--- config.mk ---
export PLATFORM = sky130hd
export DESIGN_NAME = puf_challenge_sequencer_flat
export DESIGN_NICKNAME = d
export VERILOG_FILES = /design/src/rtl/puf_challenge_sequencer_pkg.sv /design/src/rtl/puf_challenge_sequencer_if.sv /design/src/rtl/puf_majority3.sv /design/src/rtl/puf_challenge_sequencer.sv /design/src/flat_wrapper.sv
export SDC_FILE = /design/constraint.sdc
export NUM_CORES = 1
export LEC_CHECK = 0
export ABC_AREA = 0
export CAP_MARGIN = 30
export CORE_UTILIZATION = 59
export CTS_BUF_LIST = sky130_fd_sc_hd__clkbuf_4 sky130_fd_sc_hd__clkbuf_8
export DETAILED_ROUTE_END_ITERATION = 8
export DONT_BUFFER_PORTS = 1
export PLACE_DENSITY_LB_ADDON = 0.3
export SLEW_MARGIN = 20
export SYNTH_ARGS = -nofsm -noshare
export SYNTH_HDL_FRONTEND = slang
export SYNTH_HIERARCHICAL = 1
export SYNTH_SLANG_ARGS = --single-unit
--- constraint.sdc ---
create_clock -name clk -period 2.2 [get_ports clk]
set_input_delay 0.44 -clock clk [delete_from_list [all_inputs] [get_ports clk]]
set_output_delay 0.44 -clock clk [all_outputs]
set_load 0.01 [all_outputs]
--- src/rtl/puf_challenge_sequencer_pkg.sv ---
// ---------------------------------------------------------------------------
// puf_ctrl_pkg
// Shared definitions for the PUF challenge sequencer slice: the controller
// state encoding, challenge/response widths and the number of evaluation
// passes used when majority voting is compiled in.
// ---------------------------------------------------------------------------
package puf_ctrl_pkg;

    // Controller states
    typedef enum logic [1:0] {
        IDLE = 2'd0,
        ARM  = 2'd1,
        EVAL = 2'd2,
        RESP = 2'd3
    } seqState_t;

    // Challenge and response word widths of the parallel PUF array
    localparam int PUF_CW = 8;
    localparam int PUF_RW = 8;

    // Evaluations per request when majority voting is enabled
    localparam int PUF_VOTES = 3;

endpackage

--- src/rtl/puf_challenge_sequencer_if.sv ---
// ---------------------------------------------------------------------------
// puf_challenge_sequencer_if
// Bundles the host request/response handshakes and the PUF array connection
// of the sequencer.
//   slave  : the sequencer side (consumes requests, drives the array).
//   master : the environment side (host plus PUF array).
// Signals:
//   req_valid/req_ready/req_challenge   challenge request handshake
//   rsp_valid/rsp_ready/rsp_response    response handshake and data
//   rsp_timeout/rsp_unstable            response status flags
//   puf_enable/puf_challenge            drive to the array
//   puf_out/puf_all_done                return from the array
// ---------------------------------------------------------------------------
interface puf_challenge_sequencer_if;
    import puf_ctrl_pkg::*;

    logic              req_valid;
    logic              req_ready;
    logic [PUF_CW-1:0] req_challenge;
    logic              rsp_valid;
    logic              rsp_ready;
    logic [PUF_RW-1:0] rsp_response;
    logic              rsp_timeout;
    logic              rsp_unstable;
    logic              puf_enable;
    logic [PUF_CW-1:0] puf_challenge;
    logic [PUF_RW-1:0] puf_out;
    logic              puf_all_done;

    modport slave (
        input  req_valid, req_challenge, rsp_ready, puf_out, puf_all_done,
        output req_ready, rsp_valid, rsp_response, rsp_timeout, rsp_unstable,
               puf_enable, puf_challenge
    );

    modport master (
        output req_valid, req_challenge, rsp_ready, puf_out, puf_all_done,
        input  req_ready, rsp_valid, rsp_response, rsp_timeout, rsp_unstable,
               puf_enable, puf_challenge
    );

endinterface

--- src/rtl/puf_majority3.sv ---
// ---------------------------------------------------------------------------
// puf_majority3
// Purely combinational bitwise 2-of-3 vote over three PUF response samples.
// Ports:
//   i_a, i_b, i_c  three response samples
//   o_majority     bitwise majority of the samples
//   o_disagree     high when any bit position is not identical in all three
// ---------------------------------------------------------------------------
module puf_majority3
    import puf_ctrl_pkg::*;
(
    input  logic [PUF_RW-1:0] i_a,
    input  logic [PUF_RW-1:0] i_b,
    input  logic [PUF_RW-1:0] i_c,
    output logic [PUF_RW-1:0] o_majority,
    output logic              o_disagree
);

    assign o_majority = (i_a & i_b) | (i_a & i_c) | (i_b & i_c);

    // A bit is unanimous only when a matches both b and c
    assign o_disagree = |((i_a ^ i_b) | (i_a ^ i_c));

endmodule

--- src/rtl/puf_challenge_sequencer.sv ---
// ---------------------------------------------------------------------------
// puf_challenge_sequencer
// Accepts one challenge at a time, applies it to the parallel PUF array with
// enable low for a settle period, raises enable and waits (bounded by a cycle
// timeout) for all_done, then returns the captured response.
// Compile option PUF_MAJORITY_VOTE_EN: each challenge is evaluated three
// times and the response is the bitwise majority, with rsp_unstable flagging
// any disagreement. Without it a single pass is made and rsp_unstable is 0.
// Parameters:
//   SETTLE_CYCLES   cycles enable is held low with the challenge applied
//   TIMEOUT_CYCLES  maximum evaluation cycles waiting for all_done
// Ports:
//   clk             clock
//   computer_reset  asynchronous active-high reset
//   bus             request/response handshakes and PUF array connection
//   busy            high whenever the controller is not idle
// ---------------------------------------------------------------------------
module puf_challenge_sequencer
    import puf_ctrl_pkg::*;
#(
    parameter int SETTLE_CYCLES  = 4,
    parameter int TIMEOUT_CYCLES = 255
)
(
    input  logic                      clk,
    input  logic                      computer_reset,
    puf_challenge_sequencer_if.slave  bus,
    output logic                      busy
);

`ifdef PUF_MAJORITY_VOTE_EN
    localparam int NUM_PASSES = PUF_VOTES;
`else
    localparam int NUM_PASSES = 1;
`endif

    localparam logic [7:0]  SETTLE_LAST = 8'(SETTLE_CYCLES - 1);
    localparam logic [15:0] TO_LAST     = 16'(TIMEOUT_CYCLES - 1);
    localparam logic [1:0]  LAST_PASS   = 2'(NUM_PASSES - 1);

    seqState_t         r_state;
    seqState_t         w_nextState;
    logic [PUF_CW-1:0] r_challenge;
    logic [7:0]        r_settleCnt;
    logic [15:0]       r_toCnt;
    logic [1:0]        r_voteIdx;
    logic [PUF_RW-1:0] r_response;
    logic              r_timeout;
    logic              r_unstable;

    logic              w_settled;
    logic              w_toLast;
    logic              w_lastPass;
    logic              w_accept;
    logic              w_armToEval;
    logic              w_capture;
    logic              w_timeoutHit;
    logic [PUF_RW-1:0] w_result;
    logic              w_resultSplit;

    assign w_settled  = (r_settleCnt == SETTLE_LAST);
    assign w_toLast   = (r_toCnt == TO_LAST);
    assign w_lastPass = (r_voteIdx == LAST_PASS);

`ifdef PUF_MAJORITY_VOTE_EN
    logic [PUF_RW-1:0] r_sample0;
    logic [PUF_RW-1:0] r_sample1;

    // The third sample is voted straight from the array in its capture cycle
    always_ff @(posedge clk or posedge computer_reset) begin
        if (computer_reset) begin
            r_sample0 <= '0;
            r_sample1 <= '0;
        end else if (w_capture) begin
            if (r_voteIdx == 2'd0) r_sample0 <= bus.puf_out;
            if (r_voteIdx == 2'd1) r_sample1 <= bus.puf_out;
        end
    end

    puf_majority3 u_majority3 (
        .i_a        (r_sample0),
        .i_b        (r_sample1),
        .i_c        (bus.puf_out),
        .o_majority (w_result),
        .o_disagree (w_resultSplit)
    );
`else
    assign w_result      = bus.puf_out;
    assign w_resultSplit = 1'b0;
`endif

    // State register
    always_ff @(posedge clk or posedge computer_reset) begin
        if (computer_reset) r_state <= IDLE;
        else                r_state <= w_nextState;
    end

    // Next-state decode plus single-cycle event strobes for the datapath.
    // In ARM a still-high all_done after settling is treated as stale and
    // holds off evaluation, bounded by the timeout counter. In EVAL done
    // wins over a coincident timeout.
    always_comb begin
        w_nextState  = r_state;
        w_accept     = 1'b0;
        w_armToEval  = 1'b0;
        w_capture    = 1'b0;
        w_timeoutHit = 1'b0;
        case (r_state)
            IDLE: begin
                if (bus.req_valid) begin
                    w_accept    = 1'b1;
                    w_nextState = ARM;
                end
            end
            ARM: begin
                if (w_settled) begin
                    if (!bus.puf_all_done) begin
                        w_armToEval = 1'b1;
                        w_nextState = EVAL;
                    end else if (w_toLast) begin
                        w_timeoutHit = 1'b1;
                        w_nextState  = RESP;
                    end
                end
            end
            EVAL: begin
                if (bus.puf_all_done) begin
                    w_capture   = 1'b1;
                    w_nextState = w_lastPass ? RESP : ARM;
                end else if (w_toLast) begin
                    w_timeoutHit = 1'b1;
                    w_nextState  = RESP;
                end
            end
            RESP: begin
                if (bus.rsp_ready) w_nextState = IDLE;
            end
            default: w_nextState = IDLE;
        endcase
    end

    // Datapath: challenge capture, settle/timeout counters, vote index and
    // the registered response. Counters restart on every entry to ARM and
    // the timeout counter restarts again on entry to EVAL, so a stale-done
    // extension never eats into the evaluation window.
    always_ff @(posedge clk or posedge computer_reset) begin
        if (computer_reset) begin
            r_challenge <= '0;
            r_settleCnt <= '0;
            r_toCnt     <= '0;
            r_voteIdx   <= '0;
            r_response  <= '0;
            r_timeout   <= 1'b0;
            r_unstable  <= 1'b0;
        end else begin
            case (r_state)
                IDLE: begin
                    if (w_accept) begin
                        r_challenge <= bus.req_challenge;
                        r_settleCnt <= '0;
                        r_toCnt     <= '0;
                        r_voteIdx   <= '0;
                        r_timeout   <= 1'b0;
                        r_unstable  <= 1'b0;
                    end
                end
                ARM: begin
                    if (!w_settled) r_settleCnt <= r_settleCnt + 8'd1;
                    if (w_armToEval)
                        r_toCnt <= '0;
                    else if (w_settled && bus.puf_all_done)
                        r_toCnt <= r_toCnt + 16'd1;
                    if (w_timeoutHit) begin
                        r_response <= '0;
                        r_timeout  <= 1'b1;
                        r_unstable <= 1'b0;
                    end
                end
                EVAL: begin
                    r_toCnt <= r_toCnt + 16'd1;
                    if (w_capture) begin
                        if (w_lastPass) begin
                            r_response <= w_result;
                            r_unstable <= w_resultSplit;
                        end else begin
                            r_voteIdx   <= r_voteIdx + 2'd1;
                            r_settleCnt <= '0;
                            r_toCnt     <= '0;
                        end
                    end else if (w_timeoutHit) begin
                        r_response <= '0;
                        r_timeout  <= 1'b1;
                        r_unstable <= 1'b0;
                    end
                end
                default: ;
            endcase
        end
    end

    assign bus.req_ready     = (r_state == IDLE);
    assign bus.rsp_valid     = (r_state == RESP);
    assign bus.rsp_response  = r_response;
    assign bus.rsp_timeout   = r_timeout;
    assign bus.rsp_unstable  = r_unstable;
    assign bus.puf_enable    = (r_state == EVAL);
    assign bus.puf_challenge = r_challenge;
    assign busy              = (r_state != IDLE);

endmodule

--- src/flat_wrapper.sv ---
// flat-port wrapper written by rule: the top's interface ports become plain ports
module puf_challenge_sequencer_flat import puf_ctrl_pkg::*;
#(
    parameter int SETTLE_CYCLES  = 4,
    parameter int TIMEOUT_CYCLES = 255
)
  (clk, computer_reset, busy, bus_req_valid, bus_req_challenge, bus_rsp_ready, bus_puf_out, bus_puf_all_done, bus_req_ready, bus_rsp_valid, bus_rsp_response, bus_rsp_timeout, bus_rsp_unstable, bus_puf_enable, bus_puf_challenge);
  puf_challenge_sequencer_if bus_i ();
  input  logic clk;
  input  logic computer_reset;
  output logic busy;
  input wire logic [$bits(bus_i.req_valid)-1:0] bus_req_valid;
  input wire logic [$bits(bus_i.req_challenge)-1:0] bus_req_challenge;
  input wire logic [$bits(bus_i.rsp_ready)-1:0] bus_rsp_ready;
  input wire logic [$bits(bus_i.puf_out)-1:0] bus_puf_out;
  input wire logic [$bits(bus_i.puf_all_done)-1:0] bus_puf_all_done;
  output wire logic [$bits(bus_i.req_ready)-1:0] bus_req_ready;
  output wire logic [$bits(bus_i.rsp_valid)-1:0] bus_rsp_valid;
  output wire logic [$bits(bus_i.rsp_response)-1:0] bus_rsp_response;
  output wire logic [$bits(bus_i.rsp_timeout)-1:0] bus_rsp_timeout;
  output wire logic [$bits(bus_i.rsp_unstable)-1:0] bus_rsp_unstable;
  output wire logic [$bits(bus_i.puf_enable)-1:0] bus_puf_enable;
  output wire logic [$bits(bus_i.puf_challenge)-1:0] bus_puf_challenge;
  assign bus_i.req_valid = bus_req_valid;
  assign bus_i.req_challenge = bus_req_challenge;
  assign bus_i.rsp_ready = bus_rsp_ready;
  assign bus_i.puf_out = bus_puf_out;
  assign bus_i.puf_all_done = bus_puf_all_done;
  assign bus_req_ready = bus_i.req_ready;
  assign bus_rsp_valid = bus_i.rsp_valid;
  assign bus_rsp_response = bus_i.rsp_response;
  assign bus_rsp_timeout = bus_i.rsp_timeout;
  assign bus_rsp_unstable = bus_i.rsp_unstable;
  assign bus_puf_enable = bus_i.puf_enable;
  assign bus_puf_challenge = bus_i.puf_challenge;
  puf_challenge_sequencer #(.SETTLE_CYCLES(SETTLE_CYCLES), .TIMEOUT_CYCLES(TIMEOUT_CYCLES)) u_core (.clk(clk), .computer_reset(computer_reset), .bus(bus_i), .busy(busy));
endmodule
==> run summary <==
Cells with a size suffix above 1 make up 17.8% of the layout. Sorting the synthesized cells by area gives the leading types as sky130_fd_sc_hd__dfrtp_1 (47%), sky130_fd_sc_hd__mux2_2 (4.1%), sky130_fd_sc_hd__ha_1 (4.1%), sky130_fd_sc_hd__nor2_1 (3.8%), sky130_fd_sc_hd__nand2_1 (3.4%). After synthesis, the share of cell area in mux cells is 7.38%. Clock transition at the registers of the reported paths: 0.08 ns. Main combinational cell family by area after synthesis: simple AND/OR/NAND/NOR gates. The tools report the root cell of the clock tree as sky130_fd_sc_hd__clkbuf_8.

For the total core area, the log shows 4000 sq um. The latest clock arrival within the worst-skew pair was 0.30 ns. The wire-length estimate of the detail-placed layout is 3470 um. The max-slew violation total from the final report was 0; the remaining design rule violation count was 0.

The startpoint of the lowest-slack register-to-register path was u_core/r_settleCnt[0]$_DFFE_PP0P_. The floorplan step defined a die boundary enclosing 4430 sq um. The cell area reported after detailed placement was 2610 sq um. For the maximum buffer depth of the clock tree, the log shows 2.

TritonCTS built the clock tree. The synthesized netlist contains 47 unique library cells. Power spread over the standard cell area amounts to 959 nW/um^2.

The tools report the leakage power total as 1.29 nW. The largest clock skew in the final design was 0.00776 ns; the quantity of hold-fixing buffers added after cts was 0. The largest net degree at the start of global routing is 47.

Counting every instance in the synthesized netlist gives 244. The synthesized netlist devotes 14.1% of its cell area to compound gates. For this run, the register share of the synthesized area comes to 46.8%. In the post-route analysis, the smallest setup slack over all paths is 0.0875 ns. The logs give 7860 um for the global-route wire length before repair and 69.0% for the core utilization of the finished layout. The tools report the number of global-route vias before repair as 1753. The tools report the arrival time at the worst endpoint as 2.31 ns. The worst setup path is launched from a flip-flop. The xor/xnor share of the synthesized area was 3.21%. The run gives 304 as the cell total after placement. For this configuration, the core starts out at a cell density of 61.4%.

Setup total negative slack on the finished layout was measured at 0 ns. The worst setup path is of the flip-flop to flip-flop kind. For this run, the number of Yosys warnings is 6. After synthesis the cells add up to 2460 sq um.

Measured against its own limit, the worst slew margin works out to 58.3%. For the total number of H-tree levels, the log shows 2. In this design, the stage delay of the slowest critical-path cell is 0.48 ns. The DRC violation total after the first TritonRoute iteration came out at 156. IR analysis of the VDD net gives a maximum drop of 462 uV.

Timing analysis after detailed placement gives a worst setup slack of -0.0380 ns. The critical path goes through ha_1, or4b_4, o41ai_4, buf_4, nand2_2, buf_4, a211o_1. The tools report the number of core rows as 23.

Dividing the final minimum period by the clock period gives 96.0%. The run finished with clean final reports. The logs give 0 for the number of antenna violations at the first check in global routing and 473 MHz for the highest clock frequency the design can meet.

Global routing finished with a remaining overflow of 0. The tools report the number of nets still failing antenna checks after routing as 0. Of all flip-flops after synthesis, the portion carrying an async set or reset was 100%. In the final routed layout, each cell accounts on average for 15.3 um. The slew at the pin closest to its max-slew limit works out to 0.620 ns.

From synthesis to final layout, the design area changed by 12.3%. Buffers inserted during clock tree synthesis total 5. The worst register-to-register path has a setup slack of 0.09 ns. Die height: 66.5 um. The antenna cell count is 0. After Yosys synthesis, full adders, half adders and majority gates account for 4.07% of the synthesized area. In this run the mean area of a mapped cell was 10.1 sq um. Of all cell types, the one taking the most synthesized area is sky130_fd_sc_hd__dfrtp_1. During placement, the flow inserted port buffers numbering 0. Fill cell instance count of the final layout: 308. Counting flops with a built-in enable in the synthesized netlist gives 0.

Via total after detailed routing: 1887. The worst-case reg-to-reg path depth works out to 7. The run gives 0 as the max-cap violation count.

The finished layout holds 314 standard cells, fillers aside. Setup repair after global routing left no endpoint under its margin. The tools report the routed wire length as 4800 um. The tools report the endpoint type of the worst setup path as a flip-flop.

The post-route standard cell area excluding fillers is 2760 sq um. In this run the critical register-to-register path is captured at u_core/r_toCnt[9]$_DFFE_PP0P_. The die boundary width was 66.5 um.

In this design, the critical path's most frequently occurring cell is sky130_fd_sc_hd__buf_4. The slowest stage of the critical path belongs to the cell sky130_fd_sc_hd__or4b_4. The number of nets in the final layout came out at 292.

Along the worst path, the maximum fanout reaches 5. Among all flip-flop cells after synthesis, the most frequent one is sky130_fd_sc_hd__dfrtp_1. At the end of routability-driven placement, the weighted congestion stood at 0.861. The final setup violation count was 0; the net count after synthesis was 273. For the total power, the log shows 2.65 mW.

Post-route worst hold slack: 0.152 ns. The time the worst path needs with I/O delays and setup was 2.11 ns. 43 I/O pins were placed.

Total iterations of the first detailed-routing run: 4. After Yosys synthesis, and, or, nand and nor cells account for 21.8% of the synthesized area. The tree built by TritonCTS fans out to 46 sinks.

Of the post-synthesis cell area, the dominant cell type holds 46.8%. The number of flip-flops and latches in the synthesized netlist is 46. At the worst endpoint, the required time is 2.39 ns. In the routed layout, each cell is associated on average with a via count of 6.01. The tightest min-delay check is of the primary input to asynchronous set/reset pin type.

The global routing usage summed across all routing layers is 23.7%. The run gives 0 as the number of hold violations in the final report.
==> Yosys cell counts (2+ instances only) <==
| cell type | count |
|---|---|
| sky130_fd_sc_hd__nand2b_1 | 3 |
| sky130_fd_sc_hd__nor4b_1 | 3 |
| sky130_fd_sc_hd__ha_1 | 8 |
| sky130_fd_sc_hd__o21ai_0 | 7 |
| sky130_fd_sc_hd__a21oi_1 | 5 |
| sky130_fd_sc_hd__clkbuf_1 | 4 |
| sky130_fd_sc_hd__o31ai_1 | 5 |
| sky130_fd_sc_hd__xor2_1 | 9 |
| sky130_fd_sc_hd__nand2_1 | 22 |
| sky130_fd_sc_hd__o21ai_1 | 9 |
| sky130_fd_sc_hd__and2_1 | 5 |
| sky130_fd_sc_hd__mux2_2 | 9 |
| sky130_fd_sc_hd__dfrtp_1 | 46 |
| sky130_fd_sc_hd__nor2b_1 | 2 |
| sky130_fd_sc_hd__mux2i_1 | 8 |
| sky130_fd_sc_hd__a31oi_1 | 3 |
| sky130_fd_sc_hd__o311ai_1 | 2 |
| sky130_fd_sc_hd__nand4_1 | 11 |
| sky130_fd_sc_hd__nor3_1 | 5 |
| sky130_fd_sc_hd__inv_1 | 9 |
| sky130_fd_sc_hd__a22oi_1 | 2 |
| sky130_fd_sc_hd__nor3b_1 | 2 |
| sky130_fd_sc_hd__nor2_1 | 25 |
| sky130_fd_sc_hd__nand3_1 | 10 |
| sky130_fd_sc_hd__or4_1 | 2 |
| sky130_fd_sc_hd__o41ai_2 | 2 |
| sky130_fd_sc_hd__and3_1 | 6 |
==> registers in the layout (all words and copies together) (netlist names) <==
signal / cells
u_core/bus.puf_challenge: 8
u_core/r_state: 2
u_core/bus.rsp_response: 8
u_core/r_settleCnt: 8
u_core/bus.rsp_timeout: 1
u_core/r_voteIdx: 2
u_core/bus.rsp_unstable: 1
u_core/r_toCnt: 16
==> cells in the final DEF (no fill, tap or decap), types with 5 or more instances in the layout <==
cell and count:
sky130_fd_sc_hd__nand4_1 11, sky130_fd_sc_hd__nor3_1 5, sky130_fd_sc_hd__a21oi_1 5, sky130_fd_sc_hd__o21ai_0 7, sky130_fd_sc_hd__nor2_1 25, sky130_fd_sc_hd__dfrtp_1 46
sky130_fd_sc_hd__mux2_2 9, sky130_fd_sc_hd__buf_4 18, sky130_fd_sc_hd__nand2_1 22, sky130_fd_sc_hd__o21ai_1 9, sky130_fd_sc_hd__inv_1 8, sky130_fd_sc_hd__and2_1 5
sky130_fd_sc_hd__ha_1 8, sky130_fd_sc_hd__nand3_1 10, sky130_fd_sc_hd__o31ai_1 5, sky130_fd_sc_hd__clkbuf_8 5, sky130_fd_sc_hd__mux2i_1 8, sky130_fd_sc_hd__and3_1 6
sky130_fd_sc_hd__xor2_1 9
==> metal layers <==
layer / global-route usage, % / vias up / wire length (um) / part of all wire (%)
met4: 11.2 / 0 / 91 / 1.9
li1: - / 920 / - / -
met5: 0 / - / 0 / 0
met3: 4.97 / 9 / 190 / 4.0
met1: 31.5 / 926 / 2250 / 47
met2: 37.0 / 32 / 2270 / 47
==> layout make-up <==
cell class                      instances  area [sq um]  share of cell area, %
Clock buffer                            6          76.3                   2.77
Clock inverter                          2          37.5                   1.36
Inverter                                9          33.8                   1.22
Sequential cell                        46          1150                   41.7
Tap cell                               50          62.6                   2.27
Multi-Input combinational cell        183          1260                   45.8
Timing Repair Buffer                   18           135                   4.90
==> worst max-delay path by stage <==
stage	slack [ns]	cells after the start	startpoint	to
3_5_place_dp	-0.04	5	u_core/r_settleCnt[0]$_DFFE_PP0P_	u_core/r_toCnt[7]$_DFFE_PP0P_
4_1_cts	0.03	5	u_core/r_settleCnt[0]$_DFFE_PP0P_	u_core/r_toCnt[7]$_DFFE_PP0P_
2_1_floorplan	0.09	6	u_core/r_settleCnt[0]$_DFFE_PP0P_	u_core/r_toCnt[7]$_DFFE_PP0P_
5_1_grt	0.003	6	u_core/r_settleCnt[0]$_DFFE_PP0P_	u_core/r_toCnt[7]$_DFFE_PP0P_
6_report	0.09	7	u_core/r_settleCnt[0]$_DFFE_PP0P_	u_core/r_toCnt[9]$_DFFE_PP0P_
3_3_place_gp	0.05	5	u_core/r_settleCnt[0]$_DFFE_PP0P_	u_core/r_toCnt[7]$_DFFE_PP0P_
==> cell families (layout without fill, tap and decap cells) <==
logic type      Yosys count  count (layout)
flops                    46              46
compound gates           46              46
fa+ha+maj                 8               8
buf+inv                  15              35
simple gates            103             103
mux                      17              17
xor+xnor                  9               9
==> power breakdown <==
| group | switching (mW) | internal, mW |
|---|---|---|
| sequential | 0.150 | 0.979 |
| combinational | 0.492 | 0.398 |
| clock | 0.276 | 0.351 |
==> worst max-delay path, delay by kind of cell (launching register included) <==
family / cells / cell delay [ns]
buf+inv: 2 / 0.35
flops: 1 / 0.37
fa+ha+maj: 1 / 0.16
simple gates: 2 / 0.56
compound gates: 2 / 0.56
==> repair_timing <==
item	in CTS	in global routing
endpoints found under the setup margin	3	11
pin swaps	0	2
gates resized for setup	1	3
setup buffers	0	2
Note: power is estimated with default switching activity, not from simulation.
